===== src/rtl/write_receiver.sv =====
// rtl/write_receiver.sv - ingress packet writer: one SRAM word per data beat, chain links, enqueue/drop descriptors
module write_receiver #(
  parameter int num_of_priorities  = 8,
  parameter int address_width      = 12,
  parameter int arbiter_data_width = 64,
  parameter int max_packet_words   = 64,
  localparam int PW = (num_of_priorities > 1) ? $clog2(num_of_priorities) : 1,
  localparam int LW = $clog2(max_packet_words + 1)
) (
  input  logic                          clk,
  input  logic                          rst,
  input  logic                          wr_sop,
  input  logic                          wr_vld,
  input  logic                          wr_eop,
  input  logic [arbiter_data_width-1:0] wr_data,
  output logic                          wr_ready,
  input  logic                          address_valid,
  input  logic [address_width-1:0]      address_to_write,
  output logic                          address_request,
  output logic                          wea,
  output logic [address_width-1:0]      address_write,
  output logic [arbiter_data_width-1:0] data_write,
  output logic                          link_we,
  output logic [address_width-1:0]      link_from,
  output logic [address_width-1:0]      link_to,
  output logic                          pkt_done,
  output logic                          pkt_drop,
  output logic [PW-1:0]                 pkt_priority,
  output logic [address_width-1:0]      pkt_first_address,
  output logic [address_width-1:0]      pkt_last_address,
  output logic [LW-1:0]                 pkt_length
);

  typedef enum logic [1:0] {IDLE, DATA, DROP} state_t;

  state_t                          state_q;
  logic [PW-1:0]                   prio_q;
  logic [LW-1:0]                   len_q, len_d;
  logic [address_width-1:0]        first_q, first_d, last_q, last_d;
  logic                            accept;
  logic                            wea_q, link_we_q, done_q, drop_q;
  logic [address_width-1:0]        aw_q, lfrom_q, lto_q, dfirst_q, dlast_q;
  logic [arbiter_data_width-1:0]   dw_q;
  logic [PW-1:0]                   dprio_q;
  logic [LW-1:0]                   dlen_q;

  // A header cycle never carries a data word, so wr_sop blocks acceptance.
  always_comb begin
    accept  = rst && (state_q == DATA) && wr_vld && !wr_sop && address_valid &&
              (len_q != LW'(max_packet_words));
    len_d   = len_q + {{(LW-1){1'b0}}, accept};
    first_d = (accept && (len_q == '0)) ? address_to_write : first_q;
    last_d  = accept ? address_to_write : last_q;
  end

  assign wr_ready          = address_valid;
  assign address_request   = accept;
  assign wea               = wea_q;
  assign address_write     = aw_q;
  assign data_write        = dw_q;
  assign link_we           = link_we_q;
  assign link_from         = lfrom_q;
  assign link_to           = lto_q;
  assign pkt_done          = done_q;
  assign pkt_drop          = drop_q;
  assign pkt_priority      = dprio_q;
  assign pkt_first_address = dfirst_q;
  assign pkt_last_address  = dlast_q;
  assign pkt_length        = dlen_q;

  always_ff @(posedge clk) begin
    if (!rst) begin
      state_q   <= IDLE;
      prio_q    <= '0;
      len_q     <= '0;
      first_q   <= '0;
      last_q    <= '0;
      wea_q     <= 1'b0;
      aw_q      <= '0;
      dw_q      <= '0;
      link_we_q <= 1'b0;
      lfrom_q   <= '0;
      lto_q     <= '0;
      done_q    <= 1'b0;
      drop_q    <= 1'b0;
      dprio_q   <= '0;
      dfirst_q  <= '0;
      dlast_q   <= '0;
      dlen_q    <= '0;
    end else begin
      wea_q     <= accept;
      link_we_q <= accept && (len_q != '0);
      if (accept) begin
        aw_q <= address_to_write;
        dw_q <= wr_data;
      end
      if (accept && (len_q != '0)) begin
        lfrom_q <= last_q;
        lto_q   <= address_to_write;
      end
      len_q    <= len_d;
      first_q  <= first_d;
      last_q   <= last_d;
      done_q   <= 1'b0;
      drop_q   <= 1'b0;
      dprio_q  <= '0;
      dfirst_q <= '0;
      dlast_q  <= '0;
      dlen_q   <= '0;

      if (wr_sop) begin
        // A new header while a packet is open aborts it like a dropped packet.
        if ((state_q != IDLE) && (len_q != '0)) begin
          drop_q   <= 1'b1;
          dprio_q  <= prio_q;
          dfirst_q <= first_q;
          dlast_q  <= last_q;
          dlen_q   <= len_q;
        end
        prio_q  <= wr_data[PW-1:0];
        len_q   <= '0;
        state_q <= DATA;
      end else begin
        case (state_q)
          DATA: begin
            if (wr_eop) begin
              if (wr_vld && !accept) begin
                drop_q <= (len_q != '0);
              end else begin
                done_q <= (len_d != '0);
              end
              if (len_d != '0) begin
                dprio_q  <= prio_q;
                dfirst_q <= first_d;
                dlast_q  <= last_d;
                dlen_q   <= len_d;
              end
              state_q <= IDLE;
            end else if (wr_vld && !accept) begin
              state_q <= DROP;
            end
          end
          DROP: begin
            if (wr_eop) begin
              if (len_q != '0) begin
                drop_q   <= 1'b1;
                dprio_q  <= prio_q;
                dfirst_q <= first_q;
                dlast_q  <= last_q;
                dlen_q   <= len_q;
              end
              state_q <= IDLE;
            end
          end
          default: state_q <= IDLE;
        endcase
      end
    end
  end

endmodule


===== config.mk =====
export PLATFORM = sky130hd
export DESIGN_NAME = write_receiver
export DESIGN_NICKNAME = d
export VERILOG_FILES = /design/src/rtl/write_receiver.sv
export SDC_FILE = /design/constraint.sdc
export NUM_CORES = 1
export LEC_CHECK = 0
export ABC_CLOCK_PERIOD_IN_PS = 3650
export CAP_MARGIN = 40
export CORE_MARGIN = 2
export CORE_UTILIZATION = 46
export CTS_CLUSTER_SIZE = 30
export DETAILED_ROUTE_END_ITERATION = 10
export GPL_TIMING_DRIVEN = 1
export PLACE_DENSITY = 0.81
export SETUP_SLACK_MARGIN = 0.5
export SYNTH_ARGS = -nofsm -noshare
export SYNTH_HDL_FRONTEND = slang
export SYNTH_SLANG_ARGS = --single-unit

===== constraint.sdc =====
create_clock -name clk -period 3.65 [get_ports clk]
set_input_delay 0.365 -clock clk [delete_from_list [all_inputs] [get_ports clk]]
set_output_delay 0.365 -clock clk [all_outputs]
set_load 0.01 [all_outputs]

==> flow_summary.toml, run 1 <==
[run_status]
status = "complete, no violations"

[power]
power.density_nw_per_um2 = 420
p_leak_nw = 3.43
pwr-share-seq = 0.481
p_int_mw = 3.16
sw_frac_of_total = 0.205
p_clk_frac = 0.470
switchingPower_mw = 0.816
max-vdd-ir-drop_uv = 236
comb_power_share = 0.048

[placement]
dp.cells = 1073
gp_congestion = 0.845
pre_cts_ws_ns = 0.441
hpwl_um = 11700
port_buffers = 221

[floorplan]
core_area_sq_um = 13900
die_width_um = 124
die_y_um = 124
start_util = 0.473
ios = 222
die-area_sq_um = 15300
rows = 43

[synthesis]
syn_avg_cell_area_sq_um = 9.17
async_flop_share = 0
syn_inst = 718
synth-seq-cells = 174
syn-num-nets = 805
netlist_area_sq_um = 6590
ys_types = 47
yosysWarnings = 0
ys.flop_type = "dfxtp_1"
synth_edf_count = 0
ys_seq_area_frac = 0.529

[drt]
via_per_inst = 5.04
post-route-drc-count = 0
drt_iter0_markers = 370
drtAntennaViolNets = 0
wl_um = 17400
wl_met2_um = 8200
route.top_layer_used = "met4"
via_count = 5574
met3_length_um = 1480
first_pass_iters = 4
wl_per_cell_um = 15.8
wl_met1_um = 7320

[grt]
grt_max_degree = 82
antenna_found_initial = 0
grt_pass1_wl_um = 26600
first_global_vias = 5135
gr-total-overflow = 0
grt_usage = 0.226

[final_layout]
seq_area_sq_um = 3480
diodes = 0
multiInputGateArea_sq_um = 2800
drive_gt1_frac = 0.0573
fillers = 1130
area_growth_pct = 43.6
num-nets-final = 999
final_cells = 1105

[timing]
finClkSkew_ns = 0.00785
setup_slack_ns = 0.663
timing.final.crit_period_ns = 2.99
slew_headroom = 0.532
worst_pin_slew_ns = 0.702
rsz0062_at_grt = "false"
fmax_mhz = 335
setup_tns_ns = 0
final-setup-viol-count = 0
min_period_over_period = 0.818
final_hold_viol_count = 0
drv_slew = 0

[clock_tree]
clock-root-buffer = "clkbuf_16"
clock_latency_ns = 0.42
path_clk_slew_ns = 0.06
cts_tree = "yes"
numCtsBuffers = 17
clock-sinks = 174
cts_setup_buffers = 0
clock_path_buffers = 2
htree_levels = 4

[worst_setup_path]
crit_arrival_ns = 3.31
worst-setup-path-type = "reg -> reg"
cp-end-kind = "register"
worst-endpoint-required_ns = 3.97
crit_path_max_fanout = 24
startpoint_type = "register"

[job]
maxCapViolCount = 0

[hold_path]
min_path_type = "reg -> reg"
final timing paths:
kind                            cells after the start                    to  slack (ns)          start
worst min-delay path                                2         data_write[6]        0.45  data_write[6]
worst max register to register                     11  pkt_first_address[0]        0.66       len_q[5]
worst min register to register                      2         data_write[6]        0.45  data_write[6]
worst max-delay path                               11  pkt_first_address[0]        0.66       len_q[5]
cell usage in the layout (no fill, tap or decap), types with 4 or more instances in the layout:
cell and n:
a21boi_1 100, a22o_1 25, a22oi_1 5, and2_1 7, buf_4 6, clkbuf_16 17
clkdlybuf4s50_1 220, clkinvlp_4 4, dfxtp_1 173, inv_1 4, mux2i_1 28, nand2_1 243
nand3_1 4, nor2_1 10, nor2b_1 10, o21ai_0 5
routing by layer:
| metal | GRT usage | vias up |
|---|---|---|
| met5 | 0 | - |
| met4 | 0.0966 | 0 |
| met3 | 0.0829 | 32 |
| met2 | 0.352 | 191 |
| met1 | 0.282 | 2588 |
| li1 | - | 2763 |
Yosys cell counts (3+ instances only):
cell type,number,area share
xor2_1,3,0.0040
mux2i_1,28,0.043
ha_1,5,0.0095
a21boi_1,100,0.11
buf_6,4,0.0068
inv_1,4,0.0023
and2_1,7,0.0066
o211a_1,3,0.0046
buf_2,14,0.011
a22o_1,25,0.033
nor2b_1,10,0.0095
nand3_1,4,0.0030
nand2_1,243,0.14
clkbuf_1,26,0.015
nor2_1,11,0.0063
buf_4,9,0.010
dfxtp_1,174,0.53
a22oi_1,5,0.0057
o21ai_0,5,0.0038
area by class of cell:
type	count	share of cell area
flip-flops and latches	174	0.369
multi-input cells	484	0.296
repair buffers	229	0.245
clock buffers	23	0.0506
well taps	180	0.0238
clock inverters	9	0.0142
inverters	6	0.00238
kinds of logic after synthesis:
logic type / after synthesis / share of synthesized area
simple gates: 292 / 0.185
flops: 174 / 0.529
compound gates: 154 / 0.179
buf+inv: 60 / 0.0490
mux: 28 / 0.0426
xor+xnor: 5 / 0.00665
fa+ha+maj: 5 / 0.00950
flip-flops by register name, indices dropped and copies added (netlist names), 12 cells and up:
name and cells:
pkt_first_address 12, last_q 12, link_to 12, address_write 12
first_q 12, data_write 64, pkt_last_address 12, link_from 12
power groups by stage:
stage	clock, mW	combinational (mW)	sequential [mW]
5_1_grt	1.97	0.205	1.91
4_1_cts	1.90	0.192	1.91
3_3_place_gp	0	0.191	1.95
6_report	1.87	0.192	1.91
3_5_place_dp	0	0.191	1.95
2_1_floorplan	0	0.0675	1.96
critical path: stages (launching register included):
cell and delay, ns:
dfxtp_1 0.37, or3_1 0.42, nor2_2 0.15, a21o_4 0.14, inv_2 0.06, ha_2 0.20, ha_2 0.24, or4_1 0.43
a211oi_2 0.32, a21oi_2 0.14, buf_6 0.21, a22o_1 0.20
per-stage QoR:
| step | area (sq um) | hold slack [ns] | utilization | power, mW |
|---|---|---|---|---|
| floorplan | 6610 | 0.444 | - | 2.02 |
| global placement | 8780 | 0.440 | 0.630 | 2.14 |
| detailed placement | 8810 | 0.444 | 0.632 | 2.14 |
| CTS | 9430 | 0.452 | 0.677 | 4.00 |
| global route | 9450 | 0.468 | 0.678 | 4.09 |
| finish | 9450 | 0.450 | 0.678 | 3.97 |
timing repair:
action | in CTS | in global routing
gates resized for setup | 2 | 7
endpoints found under the hold margin | 0 | 0
endpoints found under the setup margin | 1 | 25
pin swaps | 0 | 1
cloned | 0 | 0
hold buffers | 0 | 0
(Power assumes the default switching activity.)
==> run 2, diff against run 1 <==
--- a/config.mk
+++ b/config.mk
@@ -5,7 +5,7 @@
 export SDC_FILE = /design/constraint.sdc
 export NUM_CORES = 1
 export LEC_CHECK = 0
-export ABC_CLOCK_PERIOD_IN_PS = 3650
+export ABC_CLOCK_PERIOD_IN_PS = 2990
 export CAP_MARGIN = 40
 export CORE_MARGIN = 2
 export CORE_UTILIZATION = 46
==> constraint.sdc (replaced) <==
create_clock -name clk -period 2.99 [get_ports clk]
set_input_delay 0.299 -clock clk [delete_from_list [all_inputs] [get_ports clk]]
set_output_delay 0.299 -clock clk [all_outputs]
set_load 0.01 [all_outputs]
==> run 2 against run 1 <==
  * Clock skew is essentially flat
  * Largest cell class unchanged
  * Final cell count is 0.54% higher
  * Non-clock buffer count grew 8
  * Clock-buffer cell count shrank 3
  * Sequential cell count did not move
  * Hold slack lost 0.11 ns
  * Combinational power up 21%
==> flow_summary.toml, run 2 (synthesis gave the netlist of run 1 again) <==
[hold_path]
min_path_type = "in -> reg"

[grt]
grt_pass1_wl_um = 26800
antenna_found_initial = 0
grt_usage = 0.228
grt_max_degree = 92
first_global_vias = 5214
gr-total-overflow = 0

[clock_tree]
clock-sinks = 174
hold_buffers = 0
path_clk_slew_ns = 0.06
clock-root-buffer = "clkbuf_16"
cts_tree = "yes"
clock_latency_ns = 0.42
htree_levels = 4
numCtsBuffers = 17
clock_path_buffers = 2

[final_layout]
stdcell_area_sq_um = 9510
layout_common_cells = "243 x nand2_1, 220 x clkdlybuf4s50_1, 174 x dfxtp_1"
multiInputGateArea_sq_um = 2840
seq_area_sq_um = 3480
final_cells = 1111
fin_util = 0.682
diodes = 0
largest_reg_flops = 64
layout_commonest_cell = "nand2_1"
area_growth_pct = 44.4
num-nets-final = 1007
drive_gt1_frac = 0.0666
fillers = 1079

[floorplan]
die-area_sq_um = 15300
core_area_sq_um = 13900
rows = 43
die_y_um = 124
die_width_um = 124
ios = 222
start_util = 0.473

[power]
p_int_mw = 3.74
finalPower_mw = 4.71
p_clk_frac = 0.455
comb_power_share = 0.049
pwr-share-seq = 0.495
max-vdd-ir-drop_uv = 574
p_leak_nw = 3.46
switchingPower_mw = 0.979
power.density_nw_per_um2 = 496
sw_frac_of_total = 0.208

[timing]
rsz0062_at_grt = "true"
worst_pin_slew_ns = 0.826
finClkSkew_ns = 0.00790
slew_headroom = 0.449
fmax_mhz = 373
timing.final.crit_period_ns = 2.68
final_hold_viol_count = 0
final-setup-viol-count = 0
whs_ns = 0.337
drv_slew = 0
min_period_over_period = 0.897

[worst_setup_path]
crit_path_max_fanout = 27
startpoint_type = "register"
worst-setup-path-type = "reg -> reg"
cp-end-kind = "register"
worst-endpoint-required_ns = 3.30
crit_arrival_ns = 2.99

[placement]
dp.cells = 1080
hpwl_um = 12000
port_buffers = 221
gp_congestion = 0.861
placed_cell_area_sq_um = 8900

[drt]
via_per_inst = 5.03
wl_per_cell_um = 15.7
post-route-drc-count = 0
wl_um = 17500
first_pass_iters = 4
via_count = 5593
drt_iter0_markers = 373
drtAntennaViolNets = 0

[run_status]
status = "complete, no violations"

[job]
maxCapViolCount = 0
-- run 2: changes by cell type in the layout (fill, tap and decap cells not counted), sizes merged --
cell / before / now
clkinv: 2 / 6
bufinv: 3 / 2
clkbuf: 23 / 20
buf: 9 / 17
clkinvlp: 4 / 2
-- run 2: worst max-delay path, cell delays in order (launching register included) --
cell and delay, ns:
dfxtp_1 0.31, or3_4 0.41, nor2_4 0.14, a21o_4 0.14, inv_4 0.04, ha_4 0.17, ha_4 0.19, or4_4 0.44
a211oi_4 0.25, a21oi_2 0.10, buf_12 0.18, o211a_1 0.20
-- run 2: metal layers --
| layer | part of all wire | vias to the layer above | global-route usage |
|---|---|---|---|
| met5 | 0 | - | 0 |
| li1 | - | 2769 | - |
| met3 | 0.083 | 20 | 0.0806 |
| met1 | 0.41 | 2630 | 0.275 |
| met4 | 0.015 | 0 | 0.0639 |
| met2 | 0.49 | 174 | 0.386 |
-- run 2: worst paths after layout --
check / from / endpoint / slack, ns / cells past startpoint
max: len_q[2] / pkt_priority[2] / 0.31 / 11
min: rst / pkt_done / 0.34 / 4
max reg2reg: len_q[2] / pkt_priority[2] / 0.31 / 11
min reg2reg: data_write[4] / data_write[4] / 0.45 / 2
-- run 2: power groups by stage --
stage | clock (mW) | combinational (mW) | sequential [mW]
after floorplan | 0 | 0.0825 | 2.39
after global placement | 0 | 0.231 | 2.38
after detailed placement | 0 | 0.232 | 2.39
after CTS | 2.19 | 0.234 | 2.33
after global routing | 2.29 | 0.251 | 2.33
final | 2.15 | 0.233 | 2.33
-- run 2: final cells by class --
| type | count | share of cell area |
|---|---|---|
| clock buffer | 20 | 0.0480 |
| clock inverter | 10 | 0.0122 |
| inverter | 6 | 0.00263 |
| multi-input combinational | 484 | 0.299 |
| sequential | 174 | 0.366 |
| tap | 180 | 0.0237 |
| timing repair buffer | 237 | 0.248 |
-- run 2: repair_timing --
action                     4_1_cts  5_1_grt
cloned                           0        0
gates resized for setup          5        0
buffers inserted                 1        0
setup endpoints to repair       27       28
pin swaps                        2        1
-- run 2: through the flow --
step / setup TNS (ns) / setup slack (ns)
after floorplan: -1.36 / -0.0680
after global placement: 0 / 0.246
after detailed placement: 0 / 0.182
after CTS: 0 / 0.289
after global routing: 0 / 0.234
final: 0 / 0.309
